<file path="src/rtl/playback_scheduler_pkg.sv">
// Shared types, default timing/table constants and small channel-index helpers
// for the four-channel playback scheduler.
package playback_scheduler_pkg;

    typedef enum logic {
        ST_IDLE = 1'b0,
        ST_PLAY = 1'b1
    } state_e;

    localparam int DEF_TICK_DIV = 11;
    localparam int DEF_LEN0     = 132;
    localparam int DEF_LEN1     = 121;
    localparam int DEF_LEN2     = 88;
    localparam int DEF_LEN3     = 55;

    function automatic logic [1:0] lowest_idx(input logic [3:0] vec);
        logic [1:0] idx;
        idx = 2'd0;
        if (vec[0]) begin
            idx = 2'd0;
        end else if (vec[1]) begin
            idx = 2'd1;
        end else if (vec[2]) begin
            idx = 2'd2;
        end else if (vec[3]) begin
            idx = 2'd3;
        end else begin
            idx = 2'd0;
        end
        return idx;
    endfunction

    function automatic logic [3:0] idx_to_onehot(input logic [1:0] idx);
        return 4'b0001 << idx;
    endfunction

    function automatic logic [1:0] onehot_to_idx(input logic [3:0] onehot);
        logic [1:0] idx;
        case (onehot)
            4'b0010: idx = 2'd1;
            4'b0100: idx = 2'd2;
            4'b1000: idx = 2'd3;
            default: idx = 2'd0;
        endcase
        return idx;
    endfunction

endpackage

</file>
<file path="src/rtl/playback_scheduler_rr_arbiter4.sv">
// Round-robin search of the pending vector starting after the current channel;
// the current channel itself is never offered so the caller decides whether to keep it.
module rr_arbiter4
    import playback_scheduler_pkg::*;
(
    input  logic [3:0] pend_i,
    input  logic [1:0] chan_i,
    output logic [3:0] grant_o,
    output logic       none_o
);

    logic [1:0] c1_s;
    logic [1:0] c2_s;
    logic [1:0] c3_s;

    assign c1_s = chan_i + 2'd1;
    assign c2_s = chan_i + 2'd2;
    assign c3_s = chan_i + 2'd3;

    // Priority search chan+1, chan+2, chan+3 (mod 4)
    always_comb begin
        grant_o = 4'b0000;
        none_o  = 1'b0;
        if (pend_i[c1_s]) begin
            grant_o = idx_to_onehot(c1_s);
        end else if (pend_i[c2_s]) begin
            grant_o = idx_to_onehot(c2_s);
        end else if (pend_i[c3_s]) begin
            grant_o = idx_to_onehot(c3_s);
        end else begin
            none_o = 1'b1;
        end
    end

endmodule

</file>
<file path="src/rtl/playback_scheduler.sv">
// Four-channel table playback scheduler: steps a shared ROM address once per
// sample tick and picks the next channel at each table end.
module playback_scheduler
    import playback_scheduler_pkg::*;
#(
    parameter int TICK_DIV = DEF_TICK_DIV,
    parameter int LEN0     = DEF_LEN0,
    parameter int LEN1     = DEF_LEN1,
    parameter int LEN2     = DEF_LEN2,
    parameter int LEN3     = DEF_LEN3
) (
    input  logic       clk,
    input  logic       rst_n,
    input  logic       enable,
    input  logic [3:0] req,
    input  logic       latch_mode,
    input  logic [7:0] rom0_data,
    input  logic [7:0] rom1_data,
    input  logic [7:0] rom2_data,
    input  logic [7:0] rom3_data,
    output logic [7:0] rom_addr,
    output logic [1:0] chan,
    output logic [7:0] sample,
    output logic       sample_valid,
    output logic       wrap
);

    localparam int             PW         = (TICK_DIV > 1) ? $clog2(TICK_DIV) : 1;
    localparam logic [PW-1:0]  PRESC_LAST = PW'(TICK_DIV - 1);
    localparam logic [7:0]     LAST0      = 8'(LEN0 - 1);
    localparam logic [7:0]     LAST1      = 8'(LEN1 - 1);
    localparam logic [7:0]     LAST2      = 8'(LEN2 - 1);
    localparam logic [7:0]     LAST3      = 8'(LEN3 - 1);

    state_e        state_q, state_d;
    logic [PW-1:0] presc_q, presc_d;
    logic [3:0]    pend_q, pend_d;
    logic [7:0]    rom_addr_q, rom_addr_d;
    logic [1:0]    chan_q, chan_d;
    logic [7:0]    sample_q, sample_d;
    logic          sample_valid_q, sample_valid_d;

    logic [3:0]    grant_s;
    logic [3:0]    arb_grant_s;
    logic          arb_none_s;
    logic [3:0]    cand_s;
    logic          tick_s;
    logic          at_last_s;
    logic          wrap_s;
    logic [7:0]    rom_sel_s;
    logic [7:0]    last_addr_s;

    rr_arbiter4 u_arb (
        .pend_i  (pend_q),
        .chan_i  (chan_q),
        .grant_o (arb_grant_s),
        .none_o  (arb_none_s)
    );

    // A tick coinciding with enable=0 is discarded so disabling never advances the table
    assign tick_s    = (state_q == ST_PLAY) && (presc_q == PRESC_LAST) && enable;
    assign at_last_s = (rom_addr_q == last_addr_s);
    assign wrap_s    = tick_s && at_last_s;
    assign cand_s    = pend_q | req;

    // ROM data and last table address for the granted channel
    always_comb begin
        case (chan_q)
            2'd0: begin
                rom_sel_s   = rom0_data;
                last_addr_s = LAST0;
            end
            2'd1: begin
                rom_sel_s   = rom1_data;
                last_addr_s = LAST1;
            end
            2'd2: begin
                rom_sel_s   = rom2_data;
                last_addr_s = LAST2;
            end
            default: begin
                rom_sel_s   = rom3_data;
                last_addr_s = LAST3;
            end
        endcase
    end

    // Next-state, address, channel and sample logic
    always_comb begin
        state_d        = state_q;
        presc_d        = presc_q;
        rom_addr_d     = rom_addr_q;
        chan_d         = chan_q;
        sample_d       = sample_q;
        sample_valid_d = 1'b0;
        grant_s        = 4'b0000;
        case (state_q)
            ST_IDLE: begin
                presc_d    = '0;
                rom_addr_d = 8'd0;
                sample_d   = 8'd0;
                if (enable && (cand_s != 4'b0000)) begin
                    state_d = ST_PLAY;
                    chan_d  = lowest_idx(cand_s);
                    grant_s = idx_to_onehot(lowest_idx(cand_s));
                end else begin
                    state_d = ST_IDLE;
                end
            end
            ST_PLAY: begin
                if (!enable) begin
                    state_d    = ST_IDLE;
                    presc_d    = '0;
                    rom_addr_d = 8'd0;
                    sample_d   = 8'd0;
                end else if (tick_s) begin
                    presc_d        = '0;
                    sample_d       = req[chan_q] ? rom_sel_s : 8'd0;
                    sample_valid_d = 1'b1;
                    if (at_last_s) begin
                        rom_addr_d = 8'd0;
                        if (latch_mode && !arb_none_s) begin
                            chan_d  = onehot_to_idx(arb_grant_s);
                            grant_s = arb_grant_s;
                        end else if (req[chan_q]) begin
                            grant_s = idx_to_onehot(chan_q);
                        end else if (!latch_mode && (req != 4'b0000)) begin
                            chan_d  = lowest_idx(req);
                            grant_s = idx_to_onehot(lowest_idx(req));
                        end else begin
                            // Idle outputs stay zero, so the closing sample is not presented
                            state_d        = ST_IDLE;
                            sample_d       = 8'd0;
                            sample_valid_d = 1'b0;
                        end
                    end else begin
                        rom_addr_d = rom_addr_q + 8'd1;
                    end
                end else begin
                    presc_d = presc_q + PW'(1);
                end
            end
            default: begin
                state_d    = ST_IDLE;
                presc_d    = '0;
                rom_addr_d = 8'd0;
                sample_d   = 8'd0;
            end
        endcase
    end

    assign pend_d = (pend_q & ~grant_s) | req;

    // State registers with asynchronous reset
    always_ff @(posedge clk or negedge rst_n) begin
        if (!rst_n) begin
            state_q        <= ST_IDLE;
            presc_q        <= '0;
            pend_q         <= 4'b0000;
            rom_addr_q     <= 8'd0;
            chan_q         <= 2'd0;
            sample_q       <= 8'd0;
            sample_valid_q <= 1'b0;
        end else begin
            state_q        <= state_d;
            presc_q        <= presc_d;
            pend_q         <= pend_d;
            rom_addr_q     <= rom_addr_d;
            chan_q         <= chan_d;
            sample_q       <= sample_d;
            sample_valid_q <= sample_valid_d;
        end
    end

    assign rom_addr     = rom_addr_q;
    assign chan         = chan_q;
    assign sample       = sample_q;
    assign sample_valid = sample_valid_q;
    assign wrap         = wrap_s;

endmodule
</file>
<file path="config.mk">
export PLATFORM = sky130hd
export DESIGN_NAME = playback_scheduler
export DESIGN_NICKNAME = d
export VERILOG_FILES = /design/src/rtl/playback_scheduler_pkg.sv /design/src/rtl/playback_scheduler_rr_arbiter4.sv /design/src/rtl/playback_scheduler.sv
export SDC_FILE = /design/constraint.sdc
export NUM_CORES = 1
export LEC_CHECK = 0
export BUFFER_PORTS_ARGS = -buffer_cell sky130_fd_sc_hd__buf_4
export CAP_MARGIN = 30
export CORE_ASPECT_RATIO = 0.9
export CORE_MARGIN = 5
export CORE_UTILIZATION = 40
export DETAILED_ROUTE_END_ITERATION = 7
export PLACE_DENSITY = 0.69
export SYNTH_ARGS = -nofsm -noshare
export SYNTH_HDL_FRONTEND = slang
export SYNTH_HIERARCHICAL = 1
export SYNTH_SLANG_ARGS = --single-unit
</file>
<file path="constraint.sdc">
create_clock -name clk -period 2.63 [get_ports clk]
set_input_delay 0.1315 -clock clk [delete_from_list [all_inputs] [get_ports clk]]
set_output_delay 0.1315 -clock clk [all_outputs]
set_load 0.01 [all_outputs]
</file>
==> flow_metrics.tcl, run 1 <==
set metrics [dict create \
    ios 60 \
    core_mm2 0.00529 \
    rsz0062_at_grt "no" \
    max_cap_viol_count 0 \
    fin_crit_ns 2.48 \
    vdd_drop_max_mv 0.236 \
    first_pass_iters 4 \
    grt_max_degree 29 \
    gp_congestion 0.977 \
    synth_ff_type "dfrtp_1" \
    p_seq_frac 0.447 \
    cp-end-kind "flop" \
    hold_end "pend_q[2]$_DFF_PN0_" \
    grt_pass1_vias 2081 \
    wl_per_cell_um 15.5 \
    internal-power_w 0.000711 \
    synth_top_area_frac 0.321 \
    finalMaxSlewViolations 0 \
    yosys.cell_types.count 48 \
    clk_latency_ns 0.28 \
    holdPathStages 2 \
    antenna_cells 0 \
    hold_violations 0 \
    hold_path_class "primary input to flop" \
    grt_pass1_wl_um 9500 \
    timing.rr.start "chan[0]$_DFFE_PN0P_" \
    cp.arrival_ns 2.70 \
    worstHoldStart "req[2]" \
    synth_fp_nets 294 \
    finalCritPeriodShare 0.945 \
    seq_area_frac_synth 0.321 \
    synth_cells 236 \
    cts.clk_slew.worst_paths_ns 0.10 \
    ys_warn_count 6 \
    cp_slowest_cell "dfrtp_2" \
    power_switching_w 0.000286 \
    synth_edf_count 0 \
    nFillCells 499 \
    yosysTopAreaCell "dfrtp_1" \
    synthTopCellsByCount "dfrtp_1, nor2_1, nand2_1" \
    synthTopCellsByArea "dfrtp_1, ha_1, nor2_1" \
    grt_busiest_layer "met2" \
    synth_seq_cells 28 \
    track_usage 0.168 \
    die_height_um 80.1 \
    timing.final.ws_setup_ns 0.146 \
    worst-r2r-cell-count 9 \
    drt-total-wl_um 5730 \
    area_growth_pct 29.6 \
    antenna_found_initial 0 \
    r2r_end "chan[1]$_DFFE_PN0P_" \
    pwr-share-comb 0.290 \
    critPathKind "flop to flop" \
    crit_fanout 4 \
    met2_usage 0.267 \
    drive_above_1_share 0.281 \
    async_flop_share 1.00 \
    chipWidth_um 87.8 \
    fmax_ghz 0.403 \
    cp_cell_sequence "inv_1, ha_4, mux4_2, nand3b_1, a2bb2oi_1, xnor2_1, or4_1, nand3_1, o221a_1" \
    vias 2094 \
    drc 0 \
    clock_power_share 0.263 \
    start_util 0.413 \
    fin_skew_ns 0.0133 \
    vias_per_cell 5.67 \
    final_nets 361 \
    antenna_left 0 \
    grt_use_met3 0.0482 \
    grt-ovfl-total 0 \
    first_iter_violations 194 \
    worst_path_largest_cell_delay_ns 0.44 \
    synth_area_mm2 0.00218 \
    dp_worst_setup_slack_ns 0.0522 \
    status "finished clean" \
    power.density_mw_per_mm2 353 \
    setup_violations 0 \
    cts-htree-levels 1 \
    tightestPinTransition_ns 0.786 \
    slew_headroom 0.474 \
    std_cell_rows 25 \
    crit_required_ns 2.85 \
    syn_avg_cell_area_um2 9.24 \
    dp_hpwl_um 4500 \
    fp.dieArea_mm2 0.00703 \
    cts_tree "built" \
    use_met1 0.236 \
    startpoint_type "flop" \
    yosysMostFrequentCell "dfrtp_1" \
    fin_tns_setup_ns 0 \
    p_sw_frac 0.287 \
    p_leak_nw 1.26 \
    port_buffers 59 \
    ff2ff_setup_slack_ns 0.15 \
    clockBufferDepth 2 \
    cts-root-buf "clkbuf_8" \
    cts_sinks 28 \
    cts_made_buffers 3 \
]
how the worst max path moves through the flow:
stage,end,cells past startpoint,start
3_5_place_dp,chan[1]$_DFFE_PN0P_,9,chan[0]$_DFFE_PN0P_
6_report,chan[1]$_DFFE_PN0P_,9,chan[0]$_DFFE_PN0P_
4_1_cts,wrap,8,chan[0]$_DFFE_PN0P_
5_1_grt,chan[1]$_DFFE_PN0P_,9,chan[0]$_DFFE_PN0P_
2_1_floorplan,chan[1]$_DFFE_PN0P_,10,chan[0]$_DFFE_PN0P_
3_3_place_gp,chan[1]$_DFFE_PN0P_,9,chan[0]$_DFFE_PN0P_
critical path: cells and delay by family (launching register included):
family	cells	cell delay, ns
muxes	1	0.38
and+or+nand+nor	3	0.58
adders and majority gates	1	0.24
xor gates and xnor gates	1	0.10
AOI/OAI and AO/OA	2	0.49
DFF	1	0.44
buffers and inverters	1	0.18
final cells by class:
| cell class | instances | area [um^2] | share of cell area |
|---|---|---|---|
| Clock buffer | 4 | 55.1 | 0.0195 |
| Inverter | 8 | 30.0 | 0.0106 |
| Multi-Input combinational cell | 190 | 1410 | 0.499 |
| Sequential cell | 28 | 703 | 0.249 |
| Tap cell | 67 | 83.8 | 0.0297 |
| Timing Repair Buffer | 72 | 543 | 0.192 |
power groups by stage:
stage / combinational (W) / sequential (W) / clock, W
4_1_cts: 0.000284 / 0.000448 / 0.000274
3_3_place_gp: 0.000280 / 0.000456 / 0
3_5_place_dp: 0.000283 / 0.000456 / 0
5_1_grt: 0.000318 / 0.000447 / 0.000294
2_1_floorplan: 0.000164 / 0.000461 / 0
6_report: 0.000289 / 0.000446 / 0.000263
cells in the final DEF, fill, tap and decap left out, types with 4 or more instances in the layout:
master	n
buf_4	71
nand3_1	9
xnor2_1	4
clkbuf_8	4
o21ai_0	15
mux2i_1	4
nor2_1	22
a2bb2oi_1	4
a21oi_1	7
ha_1	17
dfrtp_1	26
xor2_1	9
inv_1	8
a22o_1	8
nand2_1	21
a222oi_1	8
nand2b_1	4
nand3b_1	7
nand4_1	7
cell families after synthesis:
group / after synthesis / synth area share
AND/OR/NAND/NOR: 87 / 0.203
AO/OA/AOI/OAI: 63 / 0.217
flip-flops: 28 / 0.321
buffers and inverters: 18 / 0.0356
adder cells (fa/ha/maj): 18 / 0.103
XOR/XNOR: 13 / 0.0522
multiplexers: 9 / 0.0683
per-stage QoR:
stage,total power (W),instance area [um^2],utilization,cells,hold WS (ns)
2_1_floorplan,0.000625,2190,-,236,-0.164
3_3_place_gp,0.000737,2740,0.518,361,0.0673
3_5_place_dp,0.000739,2740,0.518,361,0.0700
4_1_cts,0.00101,2800,0.530,366,0.0908
5_1_grt,0.00106,2830,0.535,369,0.104
6_report,0.000998,2830,0.535,369,0.104
layer usage:
layer	wire, um	up-vias
met1	2620	971
met3	592	2
met4	14	0
li1	-	1021
met2	2500	100
met5	0	-
what timing repair did:
item / 4_1_cts / 5_1_grt
resized for setup: 0 / 0
hold buffers: 1 / 0
setup buffers: 0 / 3
endpoints found under the hold margin: 28 / 0
endpoints found under the setup margin: 0 / 10
flip-flops by register name, indices dropped and copies added (netlist names):
signal,count
presc_q,4
pend_q,4
state_q,1
sample,8
sample_valid,1
rom_addr,8
chan,2
No activity file was read; power rests on OpenSTA's default activity.
==> run 2, diff against run 1 <==
--- a/config.mk
+++ b/config.mk
@@ -10,8 +10,10 @@
 export CORE_ASPECT_RATIO = 0.9
 export CORE_MARGIN = 5
 export CORE_UTILIZATION = 40
+export CTS_BUF_LIST = sky130_fd_sc_hd__clkbuf_4 sky130_fd_sc_hd__clkbuf_8
 export DETAILED_ROUTE_END_ITERATION = 7
 export PLACE_DENSITY = 0.69
+export RECOVER_POWER = 100
 export SYNTH_ARGS = -nofsm -noshare
 export SYNTH_HDL_FRONTEND = slang
 export SYNTH_HIERARCHICAL = 1
==> flow_metrics.tcl, run 2 (same netlist as run 1, synthesis figures left out) <==
set metrics [dict create \
    status "finished clean" \
    nFillCells 512 \
    final_nets 361 \
    grt_pass1_wl_um 9500 \
    cp_cell_sequence "inv_1, ha_4, mux4_2, nand3b_1, a2bb2oi_1, xnor2_1, or4_1, nand3_1, o221a_1" \
    clockBufferDepth 2 \
    ff2ff_setup_slack_ns 0.14 \
    clk_latency_ns 0.28 \
    fin_crit_ns 2.49 \
    worst_path_largest_cell_delay_ns 0.44 \
    vias 2131 \
    clock_power_share 0.268 \
    vdd_drop_max_mv 0.241 \
    core_mm2 0.00529 \
    std_cell_rows 25 \
    instances_no_fill 369 \
    cts-htree-levels 1 \
    drc 0 \
    finalCritPeriodShare 0.946 \
    startpoint_type "flop" \
    grt-ovfl-total 0 \
    cp_slowest_cell "dfrtp_2" \
    p_seq_frac 0.445 \
    cp-end-kind "flop" \
    power.density_mw_per_mm2 363 \
    wl_per_cell_um 15.7 \
    fmax_ghz 0.402 \
    cts_made_buffers 3 \
    start_util 0.413 \
    fin_tns_setup_ns 0 \
    drive_above_1_share 0.222 \
    hold_violations 0 \
    grt_pass1_vias 2081 \
    hold_path_class "primary input to flop" \
    final_common_cell "buf_4" \
    vias_per_cell 5.78 \
    max_cap_viol_count 0 \
    cp.arrival_ns 2.71 \
    rsz0062_at_grt "no" \
    gp_congestion 0.977 \
    dp_hpwl_um 4500 \
    pwr-share-comb 0.288 \
    register_area_um2 703 \
    tightestPinTransition_ns 1.48 \
    final_cell_mix "buf_4, dfrtp_1, nor2_1, nand2_1, clkbuf_1" \
    cts_resized 0 \
    crit_fanout 4 \
    finalMaxSlewViolations 0 \
    multi_input_area_mm2 0.00141 \
    cts-root-buf "clkbuf_8" \
    grt_max_degree 29 \
    area_growth_pct 26.5 \
    track_usage 0.168 \
    cp_top_family "simple AND/OR/NAND/NOR gates" \
    power_switching_w 0.000292 \
    port_buffers 59 \
    setup_violations 0 \
    cts_tree "built" \
    fin_skew_ns 0.0122 \
    antenna_cells 0 \
    cts.clk_slew.worst_paths_ns 0.10 \
    crit_buf_inv 1 \
    cts_sinks 28 \
    internal-power_w 0.000711 \
    p_sw_frac 0.291 \
    fp.dieArea_mm2 0.00703 \
    drt-total-wl_um 5790 \
    slew_headroom 0.0129 \
    first_iter_violations 158 \
    die_height_um 80.1 \
    antenna_found_initial 0 \
    chipWidth_um 87.8 \
    first_pass_iters 5 \
    crit_required_ns 2.85 \
    antenna_left 0 \
    p_leak_nw 1.19 \
    dp.cells 361 \
    ios 60 \
    critPathKind "flop to flop" \
]
run 2: metrics by stage:
stage	util	area, um^2	hold WS, ns	worst slack (ns)	power [W]
after floorplan	-	2190	-0.164	0.0378	0.000625
after CTS	0.530	2800	0.0908	0.0223	0.00101
after global routing	0.522	2760	0.104	0.00264	0.00106
after global placement	0.518	2740	0.0673	0.133	0.000737
after detailed placement	0.518	2740	0.0700	0.0522	0.000739
final	0.522	2760	0.100	0.143	0.00100
run 2: repair_timing:
action,in CTS,in global routing
hold buffers,1,0
setup endpoints to repair,0,10
setup buffers,0,3
hold endpoints to repair,28,0
run 2: area by class of cell:
class,instances,area share
Tap cell,67,0.0304
Clock buffer,4,0.0200
Multi-Input combinational cell,190,0.512
Timing Repair Buffer,72,0.172
Sequential cell,28,0.255
Inverter,8,0.0109
run 2: worst paths after layout:
path,start,endpoint,cells past startpoint
max,chan[0]$_DFFE_PN0P_,chan[1]$_DFFE_PN0P_,9
min,req[2],pend_q[2]$_DFF_PN0_,2
max reg2reg,chan[0]$_DFFE_PN0P_,chan[1]$_DFFE_PN0P_,9
min reg2reg,presc_q[0]$_DFF_PN0_,presc_q[0]$_DFF_PN0_,1
max in group asynchronous,rst_n,chan[1]$_DFFE_PN0P_,2
min in group asynchronous,rst_n,rom_addr[5]$_DFFE_PN0P_,2
run 2: metal layers:
metal / part of all wire / vias to the layer above / global-route usage
li1: - / 1018 / -
met1: 0.47 / 1012 / 0.236
met2: 0.44 / 99 / 0.267
met3: 0.087 / 2 / 0.0482
met4: 0.0024 / 0 / 0.0123
met5: 0 / - / 0
run 2: power by group through the flow:
stage	sequential (W)	clock [W]	combinational, W
final	0.000446	0.000268	0.000289
after global placement	0.000456	0	0.000280
after floorplan	0.000461	0	0.000164
after detailed placement	0.000456	0	0.000283
after global routing	0.000447	0.000294	0.000317
after CTS	0.000448	0.000274	0.000284
